$ cat config.mk
export PLATFORM = sky130hd
export DESIGN_NAME = cpu_peripheral_arbiter
export DESIGN_NICKNAME = d
export VERILOG_FILES = /design/src/rtl/cpu_peripheral_arbiter.sv
export SDC_FILE = /design/constraint.sdc
export NUM_CORES = 1
export LEC_CHECK = 0
export BUFFER_PORTS_ARGS = -buffer_cell sky130_fd_sc_hd__buf_2
export CORE_AREA = 2 2 150 152
export CTS_BUF_LIST = sky130_fd_sc_hd__clkbuf_4 sky130_fd_sc_hd__clkbuf_8 sky130_fd_sc_hd__clkbuf_16
export CTS_CLUSTER_SIZE = 25
export DETAILED_ROUTE_END_ITERATION = 10
export DIE_AREA = 0 0 152 154
export GPL_TIMING_DRIVEN = 0
export SYNTH_ARGS = -nofsm -noshare
export SYNTH_HDL_FRONTEND = slang
export SYNTH_SLANG_ARGS = --single-unit
$ cat constraint.sdc
create_clock -name clk_2x -period 2.5 [get_ports clk_2x]
set_clock_uncertainty 0.15 [all_clocks]
set_input_delay 0.25 -clock clk_2x [delete_from_list [all_inputs] [get_ports clk_2x]]
set_output_delay 0.25 -clock clk_2x [all_outputs]
set_load 0.02 [all_outputs]
$ cat src/rtl/cpu_peripheral_arbiter.sv
// Two-requester, round-robin arbiter in front of four memory-mapped peripherals.
// One access is in flight at a time; a stalled peripheral is cut off after TIMEOUT wait cycles.
module cpu_peripheral_arbiter #(
    parameter int unsigned TIMEOUT = 16
) (
    input  logic         clk_2x,
    input  logic         reset,

    input  logic         m0_valid,
    input  logic [23:0]  m0_address,
    input  logic [3:0]   m0_wstrb,
    input  logic [31:0]  m0_write_data,
    output logic         m0_ready,
    output logic [31:0]  m0_read_data,

    input  logic         m1_valid,
    input  logic [23:0]  m1_address,
    input  logic [3:0]   m1_wstrb,
    input  logic [31:0]  m1_write_data,
    output logic         m1_ready,
    output logic [31:0]  m1_read_data,

    output logic [3:0]   p_sel,
    output logic         p_strobe,
    output logic [21:0]  p_address,
    output logic [3:0]   p_wstrb,
    output logic [31:0]  p_write_data,
    input  logic [3:0]   p_ready,
    input  logic [127:0] p_read_data,

    output logic         err_timeout,
    input  logic         err_clear
);

    localparam logic [7:0] TIMEOUT_LAST = 8'(TIMEOUT - 1);

    typedef enum logic [1:0] {
        IDLE,
        ISSUE,
        WAIT,
        RESPOND
    } state_t;

    state_t      state;
    state_t      state_next;
    logic        grant;        // 0 = m0, 1 = m1
    logic        last_grant;   // requester served most recently
    logic [1:0]  sel_idx;
    logic [7:0]  timeout_count;
    logic [31:0] capture_data;

    logic        any_valid;
    logic        pick_m1;
    logic        granted_valid;
    logic        sel_ready;
    logic [31:0] sel_rdata;
    logic        timeout_hit;

    assign any_valid     = m0_valid | m1_valid;
    // On a tie the requester that was not served last wins.
    assign pick_m1       = m1_valid & (~m0_valid | ~last_grant);
    assign granted_valid = grant ? m1_valid : m0_valid;
    assign sel_ready     = p_ready[sel_idx];
    assign sel_rdata     = p_read_data[{sel_idx, 5'd0} +: 32];
    assign timeout_hit   = (timeout_count == TIMEOUT_LAST) & ~sel_ready;

    always_comb begin
        // NOTE: default first so every path assigns state_next and no latch is inferred.
        state_next = state;
        case (state)
            IDLE:    if (any_valid) state_next = ISSUE;
            ISSUE:   state_next = WAIT;
            WAIT:    if (sel_ready || timeout_hit) state_next = RESPOND;
            RESPOND: if (!granted_valid) state_next = IDLE;
            default: state_next = IDLE;
        endcase
    end

    // NOTE: sequential state uses non-blocking assignments so all registers update together.
    always_ff @(posedge clk_2x) begin
        if (reset) begin
            state         <= IDLE;
            grant         <= 1'b0;
            last_grant    <= 1'b1;
            sel_idx       <= 2'd0;
            p_address     <= 22'd0;
            p_wstrb       <= 4'd0;
            p_write_data  <= 32'd0;
            timeout_count <= 8'd0;
            capture_data  <= 32'd0;
            err_timeout   <= 1'b0;
        end else begin
            state <= state_next;
            case (state)
                IDLE: begin
                    if (any_valid) begin
                        grant        <= pick_m1;
                        sel_idx      <= pick_m1 ? m1_address[23:22] : m0_address[23:22];
                        p_address    <= pick_m1 ? m1_address[21:0]  : m0_address[21:0];
                        p_wstrb      <= pick_m1 ? m1_wstrb          : m0_wstrb;
                        p_write_data <= pick_m1 ? m1_write_data     : m0_write_data;
                    end
                end
                ISSUE: timeout_count <= 8'd0;
                WAIT: begin
                    if (sel_ready) begin
                        capture_data <= sel_rdata;
                    end else begin
                        timeout_count <= timeout_count + 8'd1;
                        if (timeout_hit) capture_data <= 32'hFFFF_FFFF;
                    end
                end
                RESPOND: if (!granted_valid) last_grant <= grant;
                default: ;
            endcase

            // A new timeout beats a simultaneous clear request.
            if (state == WAIT && timeout_hit) err_timeout <= 1'b1;
            else if (err_clear)               err_timeout <= 1'b0;
        end
    end

    assign p_strobe     = (state == ISSUE);
    assign p_sel        = (state == IDLE) ? 4'b0000 : (4'b0001 << sel_idx);
    assign m0_ready     = (state == RESPOND) & ~grant;
    assign m1_ready     = (state == RESPOND) &  grant;
    assign m0_read_data = m0_ready ? capture_data : 32'd0;
    assign m1_read_data = m1_ready ? capture_data : 32'd0;

endmodule

# Word level (Yosys, flattened, before mapping)
# Cells that the tools add are included.
[totals] ff_bits=105 input_bits=257 output_inout_bits=130 word_cells=64
[op_classes] add_sub_neg=1 magnitude_cmp=1 eq_ne=8 shift=2 mux=20 bitwise=11 n_reduce_logical=11
[ops] cell="2-to-1 mux 32 bit" n=5
[ops] cell="variable part select 128 x 8 -> 32 bit" n=1
[ops] cell="2-to-1 mux 22 bit" n=1
[ops] cell="one-hot mux 8 bit (2 select lines)" n=1
[ops] cell="adder 8 x 1 -> 8 bit (second input constant)" n=1
[ops] cell="== test 8 x 4 -> 1 bit (second input constant)" n=1
[ops] cell="2-to-1 mux 2 bit" n=4
[ops] cell="2-to-1 mux 4 bit" n=2
[ops] cell="2-to-1 mux 8 bit" n=1
[ops] cell="!= test 2 bit (second input constant)" n=4
[ops] cell="one-hot mux 2 bit (4 select lines)" n=1
[ops] cell="AND reduction 2 bit" n=4
[ops] cell="nonzero test 2 bit" n=3
[ops] cell="NOT 1 bit" n=5
[ops] cell="bitwise AND 1 bit" n=4
[ops] cell="== test 2 bit (second input constant)" n=2
[ops] cell="2-to-1 mux 1 bit" n=4
[ops] cell="left shift 1 x 2 -> 4 bit (first input constant)" n=1
[ops] cell="less-than comparator 2 x 3 -> 1 bit (second input constant)" n=1
[ops] cell="AND reduction 3 bit" n=1
[ops] cell="binary-select mux 1 bit (select 2 bit)" n=1
[ops] cell="== test 2 x 1 -> 1 bit (second input constant)" n=1
[ops] cell="zero test 2 bit" n=1
[ops] cell="bitwise OR 1 bit" n=2
[ops] cell="other kinds (2)" n=2

# Logic depth before layout (Yosys ltp)
# Gate-level depths: netlist of run 1.
[logic_depth] ltp_word=7 depth_mapped=7 mapped_depth_nobuf=6

# Worst setup path before layout of run 1
# No wires, ideal clock.
[synth_timing] path_type="reg-to-output" start="register state[0]" end="output port m0_read_data[22]" t_arrival_ns=1.639 t_required_ns=2.100 slack_ns=0.461 path_stages_with_launch=6 n_path_buf=2 path_cell_list="dfxtp_1 -> ha_1 -> clkbuf_1 -> nor2b_1 -> clkbuf_1 -> and2_1"
[synth_via] elab_chain_len=3
[synth_lines] element="start, declared" line="44" rtl="state_t state;"
[synth_lines] element="start signal, assigned" line="93" rtl="state <= state_next;"
[synth_lines] element="== test 2 bit" line="125" rtl="assign m0_ready = (state == RESPOND) & ~grant;"
[synth_lines] element="bitwise AND 1 bit" line="125"
[synth_lines] element="named net m0_ready" line="13" rtl="output logic m0_ready,"
[synth_lines] element="2-to-1 mux 32 bit" line="127" rtl="assign m0_read_data = m0_ready ? capture_data : 32'd0;"
[synth_lines] element="end, declared" line="14" rtl="output logic [31:0] m0_read_data,"
# The timed path passes the listed nets, and every way through them passes these cells.

# Worst setup path in the final report of run 1
[layout_timing] start="register state[1]" end="output port m1_read_data[8]"
[layout_via] elab_chain_len=3
[layout_lines] element="== test 2 bit" line="126" rtl="assign m1_ready = (state == RESPOND) & grant;"
[layout_lines] element="bitwise AND 1 bit" line="126"
[layout_lines] element="2-to-1 mux 32 bit" line="128" rtl="assign m1_read_data = m1_ready ? capture_data : 32'd0;"
[layout_lines] element="end, declared" line="21" rtl="output logic [31:0] m1_read_data,"
# No other way between the ends.

==> metrics.csv, run 1 <==
stage,metric,value,unit
run_status,status,"complete, no violations",
detailed_routing,Routed WL per cell,18.5,um
worst_setup_path,"Req. time, crit path",2.10,ns
synthesis,Synthesis Warnings,0,
global_routing,first-pass GRT wire length,33.8,mm
final_layout,most frequent cells in the layout,"402 x buf_2, 105 x dfxtp_1, 67 x nor2_1",
power,total chip power,7.05,mW
floorplanning,Starting Density,25.9,%
floorplanning,Die W,152,um
final_layout,Layout Nets,1206,
sta,final hold vios,0,
sta,highest clock rate,421,MHz
worst_setup_path,CP Launch Point,state[1]$_SDFFE_PP0P_,
cts,H-Tree Depth,3,
synthesis,mapped cell area,5620,um2
cts,setup bufs post-CTS,0,
sta,fin crit period,2.37,ns
global_routing,gr usage total,18.5,%
synthesis,synth unique cells,37,
worst_setup_path,Setup crit end kind,primary output,
synthesis,synth top area cells,"dfxtp_1 37%, mux4_2 13%, mux2i_1 11%",
synthesis,Post-Synthesis Net Count,813,
sta,worst slew pin tran,0.679,ns
power,Net Sw Power,2.93,mW
place,# port buffers,385,
cts,CTS Buf Count,9,
place,Final GP Congestion,0.859,
detailed_routing,post-route ant nets,0,
power,Power Internal,4.13,mW
worst_setup_path,crit-path max FO,10,
synthesis,Mapped Cells,551,
flow_run,max_cap viols,0,
detailed_routing,DRC,0,
floorplanning,row count,54,
detailed_routing,router iterations before antenna repair,4,
min_path,hold_sp,err_clear,
worst_setup_path,reg2reg start,sel_idx[1]$_SDFFE_PP0P_,
cts,Max clock buf depth,2,
global_routing,initial antenna violation count,3,
global_routing,pin count of the biggest net entering global routing,21,
floorplanning,Placeable Area,21700,um2
sta,worst hold slack,0.0547,ns
power,Gate power share,45.8,%
place,hpwl dp,18.7,mm
cts,CTS tree,built,
floorplanning,die area,23400,um2
detailed_routing,routed vias/inst,4.82,
detailed_routing,final wirelength,22.7,mm
sta,worst rel slew slack,54.8,%
min_path,worst min path class,input port to flip-flop,
detailed_routing,Via Count,5926,
floorplanning,die height,154,um
synthesis,syn_area_per_cell,10.2,um2
synthesis,Yosys reg bits,105,
sta,unrepaired setup endpoints after global routing,no,
floorplanning,Ports,387,
power,pwr dens,859,nW/um2
worst_setup_path,crit start category,flip-flop,
synthesis,Synth area leader,dfxtp_1,
power,Static Leak,4.03,nW
final_layout,Syn-to-layout area delta,46.1,%
global_routing,vias in the first global route,5918,
sta,Final TNS setup,0,ns
cts,Num Clock Sinks,105,
synthesis,"Seq/Total Area, Yosys",37.4,%
synthesis,Synth top area share,37.4,%
worst_setup_path,arrival time worst endpoint,1.97,ns
cts,worst skew pair latency,0.35,ns
global_routing,GRT Residual Overflow,0,
final_layout,layout cells sized above 1,52.5,%
sta,max-slew violation count,0,
cts,Clk Tree Root Cell,clkbuf_16,
power,worst vdd ir,367,uV
detailed_routing,1st-iter DRT viols,193,
sta,fin crit share,94.9,%
power,Clock power frac,20.4,%
cts,"Reg clk slew, reported paths",0.08,ns
power,Switching Share,41.5,%
final_layout,"leading cell type in the layout, fill and taps excluded",buf_2,
worst_setup_path,CP Class,flip-flop to primary output,
power,Seq pwr share,33.8,%
sta,final setup fails,0,
## power groups by stage
stage / combinational, mW / sequential [mW] / clock [mW]
4_1_cts: 3.29 / 2.37 / 1.49
3_3_place_gp: 3.25 / 2.39 / 0
3_5_place_dp: 3.28 / 2.40 / 0
2_1_floorplan: 1.78 / 2.73 / 0
5_1_grt: 3.52 / 2.44 / 1.55
6_report: 3.23 / 2.39 / 1.44
## sequential cells by signal, indices dropped and copies added, names as in the netlist
| name | cells |
|---|---|
| timeout_count | 8 |
| p_write_data | 32 |
| sel_idx | 2 |
| capture_data | 32 |
| last_grant | 1 |
| err_timeout | 1 |
| grant | 1 |
| p_wstrb | 4 |
| p_address | 22 |
| state | 2 |
## worst max-delay path, cell delays in order (launching register included)
cell and delay (ns):
dfxtp_1 0.40, ha_2 0.38, clkbuf_1 0.40, and3_1 0.25, buf_2 0.19
## layout make-up
type	count	area (um2)
clock inverters	7	72.6
diodes	1	2.50
plain buffers	55	243
fillers	2258	13500
well taps	280	350
clock buffers	9	225
flip-flops and latches	105	2100
inverters	6	22.5
multi-input cells	382	3270
repair buffers	385	1930
## metrics by stage
stage	utilization [%]	instances	area, um2	setup slack, ns
finish	37.9	1230	8210	0.127
global placement	36.4	1216	7900	-0.175
floorplan	-	551	5620	0.461
detailed placement	36.4	1216	7900	-0.246
CTS	37.8	1230	8200	0.00223
global route	37.9	1230	8210	0.000747
## per-layer routing
layer | vias up | GRT usage [%] | share of wire, %
met5 | - | 0 | 0
met4 | 0 | 4.76 | 1.9
met3 | 25 | 4.62 | 7.0
met2 | 276 | 33.8 | 51
met1 | 2753 | 21.6 | 40
li1 | 2872 | - | -
## kinds of logic (layout without fill, tap and decap cells)
kind of cell / after synthesis / after routing / synth area share, %
AO/OA/AOI/OAI: 119 / 119 / 17.6
adder cells (fa/ha/maj): 5 / 5 / 1.11
buffers and inverters: 64 / 462 / 4.65
flip-flops: 105 / 105 / 37.4
multiplexers: 96 / 96 / 24.5
other: 0 / 1 / 0
AND/OR/NAND/NOR: 162 / 162 / 14.8
## what timing repair did
| item | in CTS | in global routing |
|---|---|---|
| hold buffers | 0 | 0 |
| endpoints found under the setup margin | 99 | 59 |
| resized for setup | 9 | 7 |
## worst paths after layout
check,end,slack [ns],depth (start not counted)
setup / recovery,m1_read_data[8],0.13,4
hold / removal,err_timeout$_SDFFE_PP0P_,0.05,4
setup reg to reg,capture_data[25]$_SDFFE_PP0P_,0.14,4
hold reg to reg,p_write_data[21]$_SDFFE_PP0P_,0.35,2
## synthesized netlist by cell type (all sizes together)
cell	number
a31oi	1
o211a	1
o21ai	3
and2	33
dfxtp	105
o21a	2
mux4	33
nor2b	3
a311oi	2
nor4	3
a41o	1
ha	5
a32oi	1
and3b	1
nand2	9
nand2b	2
mux2	1
nand3	3
nor2	67
and3	33
a211oi	60
a221oi	1
nor3b	2
inv	6
mux2i	62
buf	19
or3	3
a21oi	11
or4	1
o221a	32
nor3	2
clkbuf	39
o211ai	3
o311ai	1
(Power assumes the default switching activity.)
==> inputs of run 2 (changes only) <==
BUFFER_PORTS_ARGS = -buffer_cell sky130_fd_sc_hd__buf_4   (was -buffer_cell sky130_fd_sc_hd__buf_2)
SKIP_CTS_REPAIR_TIMING = 1   (was unset)
==> metrics.csv, run 2 (synthesis gave the netlist of run 1 again) <==
stage,metric,value,unit
final_layout,layout cells sized above 1,52.4,%
sta,highest clock rate,428,MHz
global_routing,vias in the first global route,5976,
min_path,worst min path class,input port to flip-flop,
global_routing,GRT Residual Overflow,0,
final_layout,Syn-to-layout area delta,63.8,%
power,pwr dens,811,nW/um2
place,dpl cells,1216,
worst_setup_path,"Req. time, crit path",2.10,ns
floorplanning,row count,54,
final_layout,"leading cell type in the layout, fill and taps excluded",buf_4,
sta,final hold vios,0,
final_layout,Multi-input gate area,3270,um2
final_layout,Layout Nets,1207,
cts,Clk Tree Root Cell,clkbuf_16,
global_routing,pin count of the biggest net entering global routing,21,
worst_setup_path,CP Class,flip-flop to primary output,
sta,fin crit share,93.5,%
final_layout,most frequent cells in the layout,"385 x buf_4, 105 x dfxtp_1, 67 x nor2_1",
final_layout,Final Util,42.4,%
cts,CTS Buf Count,9,
final_layout,register area,2100,um2
global_routing,initial antenna violation count,1,
worst_setup_path,Setup crit end kind,primary output,
final_layout,final cell count without fillers,1232,
sta,final setup fails,0,
sta,worst slew pin tran,0.738,ns
cts,Max clock buf depth,2,
global_routing,first-pass GRT wire length,34.9,mm
place,Final GP Congestion,0.837,
cts,"Reg clk slew, reported paths",0.08,ns
floorplanning,Placeable Area,21700,um2
sta,Final TNS setup,0,ns
power,Static Leak,4.27,nW
worst_setup_path,crit-path max FO,10,
place,placed cell area,8860,um2
floorplanning,Die W,152,um
power,worst vdd ir,436,uV
floorplanning,die height,154,um
global_routing,gr usage total,19.1,%
final_layout,fill count,2192,
place,pre-CTS setup slack,-0.217,ns
place,# port buffers,385,
final_layout,top flop regs,"capture_data: 32 flops, p_write_data: 32 flops, p_address: 22 flops",
floorplanning,die area,23400,um2
detailed_routing,Routed WL per cell,19.1,um
detailed_routing,1st-iter DRT viols,232,
cts,worst skew pair latency,0.35,ns
sta,setup ws final,0.163,ns
cts,Num Clock Sinks,105,
detailed_routing,DRC,0,
cts,CTS tree,built,
sta,worst rel slew slack,50.8,%
detailed_routing,router iterations before antenna repair,4,
flow_run,max_cap viols,0,
worst_setup_path,crit start category,flip-flop,
sta,unrepaired setup endpoints after global routing,no,
detailed_routing,final wirelength,23.6,mm
sta,max-slew violation count,0,
detailed_routing,post-route ant nets,0,
cts,H-Tree Depth,3,
floorplanning,Starting Density,25.9,%
final_layout,Final Cell Area,9200,um2
floorplanning,Ports,387,
detailed_routing,Via Count,5892,
place,hpwl dp,19.3,mm
run_status,status,"complete, no violations",
sta,fin crit period,2.34,ns
detailed_routing,routed vias/inst,4.78,
worst_setup_path,arrival time worst endpoint,1.94,ns
[run 2: changes by cell type in the layout (fill, tap and decap cells not counted), sizes merged]
cell / delta
inv: -1
diode: +1
bufinv: +1
clkbuf: +1
[run 2: per-layer routing]
| layer | share of wire, % | vias to the layer above | wire [um] | GRT usage [%] |
|---|---|---|---|---|
| met5 | 0 | - | 0 | 0 |
| met4 | 1.5 | 0 | 346 | 4.01 |
| met3 | 7.8 | 21 | 1830 | 5.30 |
| met2 | 51 | 277 | 12000 | 34.7 |
| met1 | 40 | 2719 | 9430 | 22.6 |
| li1 | - | 2875 | - | - |
[run 2: layout make-up]
cell class,instances,share of cell area [%]
plain buffers,56,2.64
diodes,2,0.0544
inverters,6,0.245
flip-flops and latches,105,22.8
repair buffers,385,31.4
multi-input cells,382,35.5
well taps,280,3.81
clock buffers,9,2.45
clock inverters,7,1.06
[run 2: final timing paths]
check / startpoint / end / slack (ns) / cells after the start
setup / recovery: grant$_SDFFE_PP0P_ / m1_read_data[8] / 0.16 / 3
hold / removal: err_clear / err_timeout$_SDFFE_PP0P_ / 0.05 / 4
setup reg to reg: sel_idx[1]$_SDFFE_PP0P_ / capture_data[25]$_SDFFE_PP0P_ / 0.19 / 4
hold reg to reg: p_address[6]$_SDFFE_PP0P_ / p_address[6]$_SDFFE_PP0P_ / 0.35 / 2
[run 2: worst max-delay path: stages (launching register included)]
cell and delay (ns):
dfxtp_1 0.73, clkbuf_1 0.43, and3_1 0.27, buf_4 0.15
[run 2: stage by stage]
stage / hold WS [ns] / power (mW)
final: 0.0518 / 7.47
after CTS: 0.0327 / 7.56
after detailed placement: 0.333 / 6.01
after floorplan: 0.271 / 4.51
after global placement: 0.330 / 5.97
after global routing: 0.0611 / 7.93
[run 2: power breakdown]
| part | internal, mW | switching, mW | leakage [nW] |
|---|---|---|---|
| combinational | 1.59 | 1.94 | 3.25 |
| clock | 0.809 | 0.722 | 0.157 |
| sequential | 2.12 | 0.281 | 0.864 |
| total | 4.52 | 2.95 | 4.27 |
